## src/rtl/memory_module.sv

```systemverilog
// MEM stage of the pipelined LC-3b: runs LDR/STR/LDB/STB against the data cache and registers MEM/WB.
// Optional build macro MEM_MISALIGN_TRAP_EN adds misalign_out and traps odd word accesses.
//
// state  | meaning
// -------+----------------------------------------------------------------
// IDLE   | accepting instructions; non-memory ops retire in one cycle
// ACCESS | cache request held from captured registers until dmem_resp
module memory_module #(
    parameter int CTRL_W = 24
) (
    input  logic              clk,
    input  logic              rst,
    input  logic              valid_in,
    input  logic              flush,
    input  logic [15:0]       alu_in,
    input  logic [15:0]       store_data_in,
    input  logic [15:0]       ir_in,
    input  logic [15:0]       pc_in,
    input  logic [CTRL_W-1:0] ctrl_in,
    input  logic              mem_read,
    input  logic              mem_write,
    input  logic              mem_byte,
    output logic              stall,
    output logic              dmem_read,
    output logic              dmem_write,
    output logic [15:0]       dmem_address,
    output logic [15:0]       dmem_wdata,
    output logic [1:0]        dmem_byte_enable,
    input  logic [15:0]       dmem_rdata,
    input  logic              dmem_resp,
    output logic              valid_out,
    output logic [15:0]       result_out,
    output logic [15:0]       alu_out,
    output logic [15:0]       ir_out,
    output logic [15:0]       pc_out,
    output logic [CTRL_W-1:0] ctrl_out
`ifdef MEM_MISALIGN_TRAP_EN
    ,
    output logic              misalign_out
`endif
);

    localparam logic [0:0] IDLE   = 1'b0;
    localparam logic [0:0] ACCESS = 1'b1;

    logic [0:0]        state;
    logic              live;
    logic              mem_op;
    logic              trap;
    logic              accept_mem;
    logic              accept_alu;
    logic              done;

    logic              acc_read;
    logic              acc_byte;
    logic              acc_bsel;
    logic [15:0]       acc_alu;
    logic [15:0]       acc_addr;
    logic [15:0]       acc_wdata;
    logic [1:0]        acc_be;
    logic [15:0]       acc_ir;
    logic [15:0]       acc_pc;
    logic [CTRL_W-1:0] acc_ctrl;

    logic [15:0]       cap_wdata;
    logic [1:0]        cap_be;

    function automatic logic [15:0] format_load(input logic [15:0] rdata,
                                                input logic        byte_op,
                                                input logic        bsel);
        logic [7:0] b;
        b = bsel ? rdata[15:8] : rdata[7:0];
        return byte_op ? {{8{b[7]}}, b} : rdata;
    endfunction

    assign live   = valid_in & ~flush;
    assign mem_op = mem_read | mem_write;

`ifdef MEM_MISALIGN_TRAP_EN
    assign trap = live & mem_op & ~mem_byte & alu_in[0];
`else
    assign trap = 1'b0;
`endif

    assign accept_mem = (state == IDLE) & live & mem_op & ~trap;
    assign accept_alu = (state == IDLE) & live & (~mem_op | trap);
    assign done       = (state == ACCESS) & dmem_resp;

    assign stall = accept_mem | ((state == ACCESS) & ~dmem_resp);

    // A simultaneous read/write is treated as a read, so byte enables follow the read rule.
    always_comb begin
        cap_wdata = mem_byte ? {store_data_in[7:0], store_data_in[7:0]} : store_data_in;
        cap_be    = 2'b11;
        if (!mem_read && mem_byte) begin
            cap_be = alu_in[0] ? 2'b10 : 2'b01;
        end
    end

    always_ff @(posedge clk or posedge rst) begin
        if (rst) begin
            state     <= IDLE;
            acc_read  <= 1'b0;
            acc_byte  <= 1'b0;
            acc_bsel  <= 1'b0;
            acc_alu   <= '0;
            acc_addr  <= '0;
            acc_wdata <= '0;
            acc_be    <= '0;
            acc_ir    <= '0;
            acc_pc    <= '0;
            acc_ctrl  <= '0;
        end else begin
            case (state)
                IDLE: begin
                    if (accept_mem) begin
                        state     <= ACCESS;
                        acc_read  <= mem_read;
                        acc_byte  <= mem_byte;
                        acc_bsel  <= alu_in[0];
                        acc_alu   <= alu_in;
                        acc_addr  <= {alu_in[15:1], 1'b0};
                        acc_wdata <= cap_wdata;
                        acc_be    <= cap_be;
                        acc_ir    <= ir_in;
                        acc_pc    <= pc_in;
                        acc_ctrl  <= ctrl_in;
                    end
                end
                ACCESS: begin
                    if (dmem_resp) begin
                        state <= IDLE;
                    end
                end
                default: state <= IDLE;
            endcase
        end
    end

    always_comb begin
        dmem_read        = 1'b0;
        dmem_write       = 1'b0;
        dmem_address     = '0;
        dmem_wdata       = '0;
        dmem_byte_enable = '0;
        if (state == ACCESS) begin
            dmem_read        = acc_read;
            dmem_write       = ~acc_read;
            dmem_address     = acc_addr;
            dmem_wdata       = acc_wdata;
            dmem_byte_enable = acc_be;
        end
    end

    // MEM/WB boundary: fields other than valid_out hold unless an instruction retires.
    always_ff @(posedge clk or posedge rst) begin
        if (rst) begin
            valid_out  <= 1'b0;
            result_out <= '0;
            alu_out    <= '0;
            ir_out     <= '0;
            pc_out     <= '0;
            ctrl_out   <= '0;
        end else if (accept_alu) begin
            valid_out  <= 1'b1;
            result_out <= alu_in;
            alu_out    <= alu_in;
            ir_out     <= ir_in;
            pc_out     <= pc_in;
            ctrl_out   <= ctrl_in;
        end else if (done) begin
            valid_out  <= 1'b1;
            result_out <= acc_read ? format_load(dmem_rdata, acc_byte, acc_bsel) : acc_alu;
            alu_out    <= acc_alu;
            ir_out     <= acc_ir;
            pc_out     <= acc_pc;
            ctrl_out   <= acc_ctrl;
        end else begin
            valid_out  <= 1'b0;
        end
    end

`ifdef MEM_MISALIGN_TRAP_EN
    always_ff @(posedge clk or posedge rst) begin
        if (rst) begin
            misalign_out <= 1'b0;
        end else if (accept_alu) begin
            misalign_out <= trap;
        end else if (done) begin
            misalign_out <= 1'b0;
        end
    end
`endif

endmodule

```

## config.mk

```make
export PLATFORM = sky130hd
export DESIGN_NAME = memory_module
export DESIGN_NICKNAME = d
export VERILOG_FILES = /design/src/rtl/memory_module.sv
export SDC_FILE = /design/constraint.sdc
export NUM_CORES = 1
export LEC_CHECK = 0
export ABC_CLOCK_PERIOD_IN_PS = 6470
export CAP_MARGIN = 20
export CORE_MARGIN = 3
export CORE_UTILIZATION = 47
export DETAILED_ROUTE_END_ITERATION = 10
export GPL_ROUTABILITY_DRIVEN = 0
export GPL_TIMING_DRIVEN = 0
export PLACE_DENSITY_LB_ADDON = 0.25
export SLEW_MARGIN = 20
export SYNTH_ARGS = -nofsm -noshare
export SYNTH_HDL_FRONTEND = slang
export SYNTH_SLANG_ARGS = --single-unit
```

## constraint.sdc

```tcl
create_clock -name clk -period 6.47 [get_ports clk]
set_input_delay 0.647 -clock clk [delete_from_list [all_inputs] [get_ports clk]]
set_output_delay 0.647 -clock clk [all_outputs]
set_load 0.01 [all_outputs]
```

==> qor.yml <==
outcome:
  status: "complete, no violations"
critical_path:
  path_buf_inv: 3
  slowest_stage: "clkdlybuf4s50_1"
  cp_cell_sequence: "clkbuf_1, clkbuf_1, and2_1, clkdlybuf4s50_1"
  r2r-start: "acc_alu[0]$_DFFE_PP0P_"
  critPathLaunch: "acc_read$_DFFE_PP0P_"
  worst_path_most_repeated_cell: "clkbuf_1"
  cp_max_fo: 10
  worstPathRequired_ns: 5.82
  arrival_ns: 2.58
  max_stage_delay_ns: 0.54
  crit_family: "buffers and inverters"
  start_kind: "flop"
  cp-end-kind: "output port"
  setup.worst_path.class: "reg -> out"
drt:
  dr.pass1.iters: 5
  drc: 0
  routedWlPerCell_um: 18.64
  via_per_inst: 5.396
  wirelength_um: 22420
  dr_total_vias: 6491
  dr.first_iter.drc_count: 431
  postRouteAntennaNets: 0
synthesis:
  syn_inst: 718
  syn_area_per_cell_um2: 11.10
  yosysMostFrequentCell: "dfrtp_1"
  yosys_warnings: 0
  synthesis.area_um2: 7971
  syn_nets: 830
  synth_top_area_share_pct: 57.13
  synth_commonest_cells: "dfrtp_1 (182), mux2_2 (82), o21ai_0 (79)"
  synthArstFlopShare_pct: 100.0
  synth_edf_count: 0
  seq_area_frac_synth_pct: 57.13
  yosysTopAreaCell: "dfrtp_1"
  synth_area_leaders: "dfrtp_1 (57%), mux2_2 (12%), a22oi_1 (6.1%)"
  ys_ff_latch: 182
  netlist-cell-type-count: 36
  synthFlopType: "dfrtp_1"
timing:
  setup_viol: 0
  hold_viol: 0
  grt_setup_unrepaired: "false"
  finalCriticalPeriod_ns: 3.226
  finalCritPeriodShare_pct: 49.86
  fmax_mhz: 310.0
  skew_ns: 0.008101
  slew-limit-headroom_pct: 46.28
  slew_violations: 0
  worstMarginPinSlew_ns: 0.8058
min_path:
  hp-class: "reg -> reg"
  min_from: "acc_wdata[6]$_DFFE_PP0P_"
layout:
  syn2layout_area_growth_pct: 41.38
  diodes: 0
  nNetsFinal: 1086
  final_cell_count_no_fill: 1203
  drive_gt1_share_pct: 15.40
global_routing:
  grt_overflow: 0
  grt_pass1_wl_um: 35140
  grt_use_total_pct: 24.50
  grt_max_degree: 71
  antenna_found_initial: 1
  grt_pass1_vias: 6555
power:
  switching_power_mw: 1.149
  clkPwrFrac_pct: 27.8
  ir_worst_vdd_mv: 0.1959
  power-per-cell-area_nw_per_um2: 345.7
  combinationalPowerShare_pct: 29.9
  p_int_mw: 2.746
  p_seq_share_pct: 42.3
  total_power_mw: 3.896
  cellLeakagePower_nw: 4.762
  switching_share_pct: 29.50
placed_design:
  dp_hpwl_um: 16250
  io_buffers: 235
  dp_cells: 1171
clock_tree:
  postCtsResizedCells: 0
  cts_buffers: 17
  cts.sinks: 182
  ctsHtreeMaxLevel: 4
  clk_pin_slew_worst_paths_ns: 0.07
  post_cts_buffers: 0
  cts_tree: "built"
  postCtsHoldBufs: 0
  cts_buffer_depth: 2
  root_buffer: "clkbuf_16"
  insertion_delay_ns: 0.42
die:
  initial_core_util_pct: 49.11
  fp.dieH_um: 136.2
  die_w_um: 136.2
  core_area_um2: 16230
  die_area_um2: 18560
  ios: 238
  row_count: 46
job:
  maxCapViolations: 0
==> kinds of logic (layout without fill, tap and decap cells) <==
family / count (synthesis) / in the layout / share of synthesized area (%)
DFF: 182 / 182 / 57.13
buffers and inverters: 122 / 391 / 6.577
and+or+nand+nor: 125 / 125 / 8.084
other: 1 / 1 / 0.04704
AOI/OAI and AO/OA: 193 / 193 / 14.94
muxes: 95 / 95 / 13.22
==> metrics by stage <==
stage	instance area (um2)	setup TNS [ns]	hold slack, ns	util, %	worst slack (ns)
floorplan	7971	0	0.4727	-	0.8793
global placement	10590	-287.08	0.4811	65.27	-1.590
detailed placement	10660	0	0.4887	65.66	3.595
CTS	11270	0	0.5042	69.43	3.235
global route	11270	0	0.5124	69.43	3.151
finish	11270	0	0.5010	69.43	3.244
==> routing by layer <==
| metal | global-route usage [%] | up-vias | share of wire [%] |
|---|---|---|---|
| met1 | 32.59 | 3260 | 42 |
| met3 | 7.328 | 27 | 7.7 |
| met2 | 39.08 | 216 | 48 |
| li1 | - | 2986 | - |
| met4 | 7.223 | 2 | 1.4 |
| met5 | 0 | - | 0.058 |
==> power by group through the flow <==
stage	Combinational (mW)	Sequential (mW)	Clock [mW]
6_report	1.16	1.65	1.08
5_1_grt	1.27	1.68	1.15
4_1_cts	1.18	1.65	1.10
3_5_place_dp	1.17	1.66	0
3_3_place_gp	1.14	1.65	0
2_1_floorplan	0.443	1.71	0
==> sequential cells by signal, summed over array words and instances, names as in the netlist <==
name	flops
acc_ctrl	24
ctrl_out	24
acc_alu	16
acc_ir	16
acc_pc	16
acc_wdata	16
alu_out	16
ir_out	16
pc_out	16
result_out	16
acc_be	2
acc_byte	1
acc_read	1
state	1
valid_out	1
==> cell usage in the layout, fill, tap and decap left out, types with 17 or more instances in the layout <==
master           instances
clkdlybuf4s50_1        235
buf_2                   17
a22oi_1                 65
inv_1                   69
dfrtp_1                182
o21ai_0                 79
clkbuf_1                21
a21oi_1                 26
and2_1                  36
nand2_1                 30
mux2_2                  82
clkbuf_16               17
nor2_1                  23
==> path summary, 6_finish.rpt <==
path	endpoint	slack, ns	cells after the start
worst max-delay path	dmem_read	3.24	4
worst min-delay path	acc_wdata[6]$_DFFE_PP0P_	0.50	1
worst max register to register	result_out[13]$_DFFE_PP0P_	4.41	5
worst min register to register	acc_wdata[6]$_DFFE_PP0P_	0.50	1
max in group asynchronous	acc_ir[9]$_DFFE_PP0P_	4.86	4
min in group asynchronous	acc_pc[2]$_DFFE_PP0P_	0.63	2
==> layout make-up <==
type	instances	area, um2
inverters	71	274.0
well taps	216	270.3
plain buffers	51	257.7
clock buffers	18	439.2
fillers	1252	4961
flip-flops and latches	182	4554
repair buffers	237	2407
multi-input cells	414	2893
clock inverters	14	173.9
Note: power is estimated with default switching activity, not from simulation.
==> edit 1, RTL diff (config.mk and constraints unchanged) <==
The parameter `CTRL_W` goes from 24 to 28.
--- a/src/rtl/memory_module.sv
+++ b/src/rtl/memory_module.sv
@@ -6,7 +6,7 @@
 // IDLE   | accepting instructions; non-memory ops retire in one cycle
 // ACCESS | cache request held from captured registers until dmem_resp
 module memory_module #(
-    parameter int CTRL_W = 24
+    parameter int CTRL_W = 28
 ) (
     input  logic              clk,
     input  logic              rst,
Ports: changed (resized ctrl_in and ctrl_out); port bits go from 238 to 246. No check against the original RTL was run, so the function may have changed too.
==> edit 1 against the original RTL <==
- non-clock buffer count rose by 7
- power grew 1.7%
- final area rose by 2.5%
- routed wire length increased by 4.1%
- area after synthesis increased by 3.2%
- maximum frequency increased by 3.7%
- sequential cell count grew 8
- setup slack gained 120 ps
- clock power fell by 5%
- final cell count rose by 2.1%
==> edit 1: results (changes against the original RTL) <==
Half-perimeter wire length after placement: 16900 um (+3.9%). The worst vdd rail ir drop was 0.000196 V (about the same); the routed length on met2 was 11300 um (+4.6%). The post-place setup slack was 3410 ps (-185 ps). Number of global-route vias before repair: 6910 (+5.4%). The run gives 1365 (+9.0%) as the number of filler instances in the final layout.

The logs give 4.88 nW (+2.4%) for the leakage power summed over all cells and 10.1 ps (+1.99 ps) for the largest clock skew in the final design. The run gives 2.76 mW (+0.34%) as the internal power consumption. The areal power density over the cells came out at 343 mW/mm2 (-0.79%).

In the final layout, the registers with the most flip-flops are acc_ctrl (28), ctrl_out (28). Warning count from the yosys run: 0 (unchanged). Yosys attributes the largest share of cell area to sky130_fd_sc_hd__dfrtp_1, sky130_fd_sc_hd__mux2_2, sky130_fd_sc_hd__a22oi_1, sky130_fd_sc_hd__o21ai_0, sky130_fd_sc_hd__inv_1. The net count of the mapped netlist is 849 (+2.3%).

The startpoint identified for the worst hold timing path is result_out[7]$_DFFE_PP0P_. The part of the Yosys area used for sequential elements was 57.8% (+0.63 points). The worst register-to-register path begins at state$_DFF_PP0_.

The wire length of the first global-routing pass was 37700 um (+7.2%); the largest stage delay on the critical path was 540 ps (about the same). The logs give 0.00297 mm2 (+2.6%) for the footprint of the multi-input gates and 32.9% (+0.33 points) for the global-route met1 utilization. The number of DRC violations after detailed-routing iteration 0 came out at 345 (-20%).

The run gives 4 (-1) as the total iterations of the first detailed-routing run. The flow ran to the end, and the final reports show no timing, DRC or antenna violations. The run gives 24.4% (-0.12 points) as the all-layer global routing usage. The detailed-route wire length per cell came out at 19.0 um (+2.0%).

For the power attributed to combinational cells, the log shows 1.21 mW (+4%). The logs give 23300 um (+4.1%) for the overall routed net length and 2460 ps (-120 ps) for the worst path arrival time. The transition time of the tightest slew-check pin came out at 743 ps (-63.0 ps).

Number of antenna violations at the first check in global routing: 0 (-1). The fraction of final layout cells sized beyond drive strength 1 is 14.6% (-0.82 points). Number of gates resized after cts: 0 (unchanged). The met1 wire length came out at 10300 um (+8.1%). The number of instances in the placed design came out at 1197 (+2.2%). Counting instances in the post-synthesis netlist gives the leading cell types as sky130_fd_sc_hd__dfrtp_1, sky130_fd_sc_hd__mux2_2, sky130_fd_sc_hd__inv_1. The run gives 1.03 mW (-5%) as the clock-net power. The number of input and output port buffers inserted is 243 (+3.4%). The tools report the standard cell area after detailed placement as 0.0110 mm2 (+3.0%).

The met3 track demand over resource is 5.08% (-2.3 points), and the met3 routed wirelength is 1200 um (-30%). The met2 track demand over resource in global routing was 39.6% (+0.49 points).
[edit 1: area by class of cell]
class	instances	share of cell area [%]
tap	220	2.38
sequential	190	41.2
clock buffer	17	3.68
inverter	73	2.44
timing repair buffer	244	21.3
buffer	51	2.04
clock inverter	14	1.31
multi-input combinational	419	25.7
[edit 1: final timing paths]
path	cells past startpoint	end	slack, ps
max in group asynchronous	3	acc_alu[4]$_DFFE_PP0P_	4830
min in group asynchronous	2	acc_ir[0]$_DFFE_PP0P_	690
setup / recovery	4	dmem_read	3360
setup reg to reg	7	alu_out[13]$_DFFE_PP0P_	4180
hold reg to reg	1	result_out[7]$_DFFE_PP0P_	500
hold / removal	1	result_out[7]$_DFFE_PP0P_	500
[edit 1: cell families after synthesis]
| logic type | after synthesis | share of synthesized area [%] |
|---|---|---|
| flip-flops | 190 | 57.8 |
| AO/OA/AOI/OAI | 196 | 14.8 |
| multiplexers | 99 | 13.3 |
| buffers and inverters | 124 | 6.19 |
| AND/OR/NAND/NOR | 123 | 7.87 |
| other | 1 | 0.0456 |
==> edit 2, RTL diff (config.mk and constraints unchanged) <==
Without the edit above. Add a define of `MEM_MISALIGN_TRAP_EN`.
--- a/src/rtl/memory_module.sv
+++ b/src/rtl/memory_module.sv
@@ -5,6 +5,8 @@
 // -------+----------------------------------------------------------------
 // IDLE   | accepting instructions; non-memory ops retire in one cycle
 // ACCESS | cache request held from captured registers until dmem_resp
+`define MEM_MISALIGN_TRAP_EN
+
 module memory_module #(
     parameter int CTRL_W = 24
 ) (
Formal check against the unedited RTL (old outputs only; new: misalign_out): not equivalent (a bounded check fails within 4 cycles, from zero or initial values and one cycle with rst high).
==> edit 2 against the original RTL <==
- area after synthesis rose by 7.9%
- core utilization shrank 1.8 points
- sequential cell count up 1
- via count up 15%
- routed wire length rose by 19%
- synthesized cell count increased by 9.9%
- final area increased by 5.7%
- setup slack got worse by 520 ps
- first-iteration DRC count up 46%
- clock skew up 1.2 ps
- power increased by 1.2%
- register-to-register slack got worse by 170 ps
- critical path type is now input port to primary output
- largest cell class unchanged
- largest power group unchanged
- highest routed layer is now met4
==> edit 2: results (changes against the original RTL) <==
The worst register-to-register path ends at alu_out[3]$_DFFE_PP0P_. For the number of antenna violations at the first check in global routing, the log shows 0 (-1). The number of cells on the worst reg-to-reg path is 6 (+1). The headroom to the max-slew limit is 44.7% (-1.6 points), and the number of different library cells in the post-synthesis netlist is 39 (+8.3%). The tools report the source of the critical timing path as alu_in[0]. The post-route fraction of the period consumed by the critical path is 57.9% (+8.0 points), and the final hold slack is 485 ps (-15.7 ps). The synthesized area divided by synthesized cell count came out at 10.9 um2 (-1.8%). The flow ran to the end, and the final reports show no timing, DRC or antenna violations.

The fraction of final layout cells sized beyond drive strength 1 is 9.17% (-6.2 points), and the part of the Yosys area used for sequential elements is 53.2% (-3.9 points). The detailed-route vias per instance is 5.83 (+8.0%). The setup slack on the worst flop-to-flop path came out at 4240 ps (-170 ps). The run gives 26.4% (+1.9 points) as the all-layer global routing usage.

The standard cell area after detailed placement was 0.0113 mm2 (+5.9%). The tools report the worst flop-to-flop path startpoint as state$_DFF_PP0_. Following the worst setup path forward leads to its endpoint at stall. The count of nets after finishing came out at 1158 (+6.6%). By count the netlist is led by sky130_fd_sc_hd__dfrtp_1, sky130_fd_sc_hd__nand2_1, sky130_fd_sc_hd__o211ai_1. The via count of the routed design was 7478 (+15%). The end point of the worst hold path is ctrl_out[8]$_DFFE_PP0P_. The largest net degree at the start of global routing is 94 (+32%). In this run the most critical hold path is launched from acc_ctrl[8]$_DFFE_PP0P_.

The number of input and output port buffers inserted was 237 (+0.85%). The wire length of the first global-routing pass is 41300 um (+18%). The instance count along the most critical hold path is 2 (+1), and the worst path arrival time is 3100 ps (+520 ps). For the post-place setup slack, the log shows 2770 ps (-829 ps).

By area the synthesized netlist is led by sky130_fd_sc_hd__dfrtp_1, sky130_fd_sc_hd__o311ai_0, sky130_fd_sc_hd__o211ai_1, sky130_fd_sc_hd__mux2_1, sky130_fd_sc_hd__mux2_2. The half-perimeter wire length after placement is 19000 um (+17%), and the net count of the mapped netlist is 901 (+8.6%). The logs give 628 (+46%) for the number of DRC violations after detailed-routing iteration 0 and 0.000202 V (+3.2%) for the worst vdd rail ir drop.
## edit 2: cell count changes after synthesis, moves of 48 or more
| cell | delta |
|---|---|
| sky130_fd_sc_hd__a22oi_1 | -64 |
| sky130_fd_sc_hd__mux2_1 | +49 |
| sky130_fd_sc_hd__mux2_2 | -48 |
| sky130_fd_sc_hd__nand2_1 | +59 |
| sky130_fd_sc_hd__o211ai_1 | +77 |
| sky130_fd_sc_hd__o21ai_0 | -76 |
| sky130_fd_sc_hd__o311ai_0 | +72 |
## edit 2: layout make-up
class                   count  area, um2
repair buffers            238       2400
clock buffers              21        480
fillers                  1379       5690
flip-flops and latches    183       4580
clock inverters            10        140
inverters                  75        289
well taps                 225        282
plain buffers              79        353
multi-input cells         452       3390
## edit 2: kinds of logic after synthesis
group / Yosys count / share of synthesized area, %
other cells: 1 / 0.0436
compound gates: 207 / 19.0
buf+inv: 154 / 7.38
mux: 92 / 11.9
simple gates: 152 / 8.38
flops: 183 / 53.2
## edit 2: routing by layer
metal / GRT usage [%] / vias up / share of wire [%]
met3: 7.25 / 57 / 9.3
li1: - / 3378 / -
met4: 8.82 / 0 / 3.0
met2: 42.2 / 371 / 47
met1: 35.0 / 3672 / 41
met5: 0 / - / 0
## edit 2: report_power, final
part           internal, mW  switching, mW
sequential             1.47          0.200
clock                 0.649          0.450
combinational         0.652          0.522
total                  2.77           1.17
## edit 2: critical path, stage by stage
cell	delay, ps
sky130_fd_sc_hd__clkdlybuf4s50_1	520
sky130_fd_sc_hd__nor2b_1	180
sky130_fd_sc_hd__buf_2	230
sky130_fd_sc_hd__nor3_2	260
sky130_fd_sc_hd__buf_4	290
sky130_fd_sc_hd__buf_2	270
sky130_fd_sc_hd__a21o_1	110
sky130_fd_sc_hd__clkdlybuf4s50_1	590
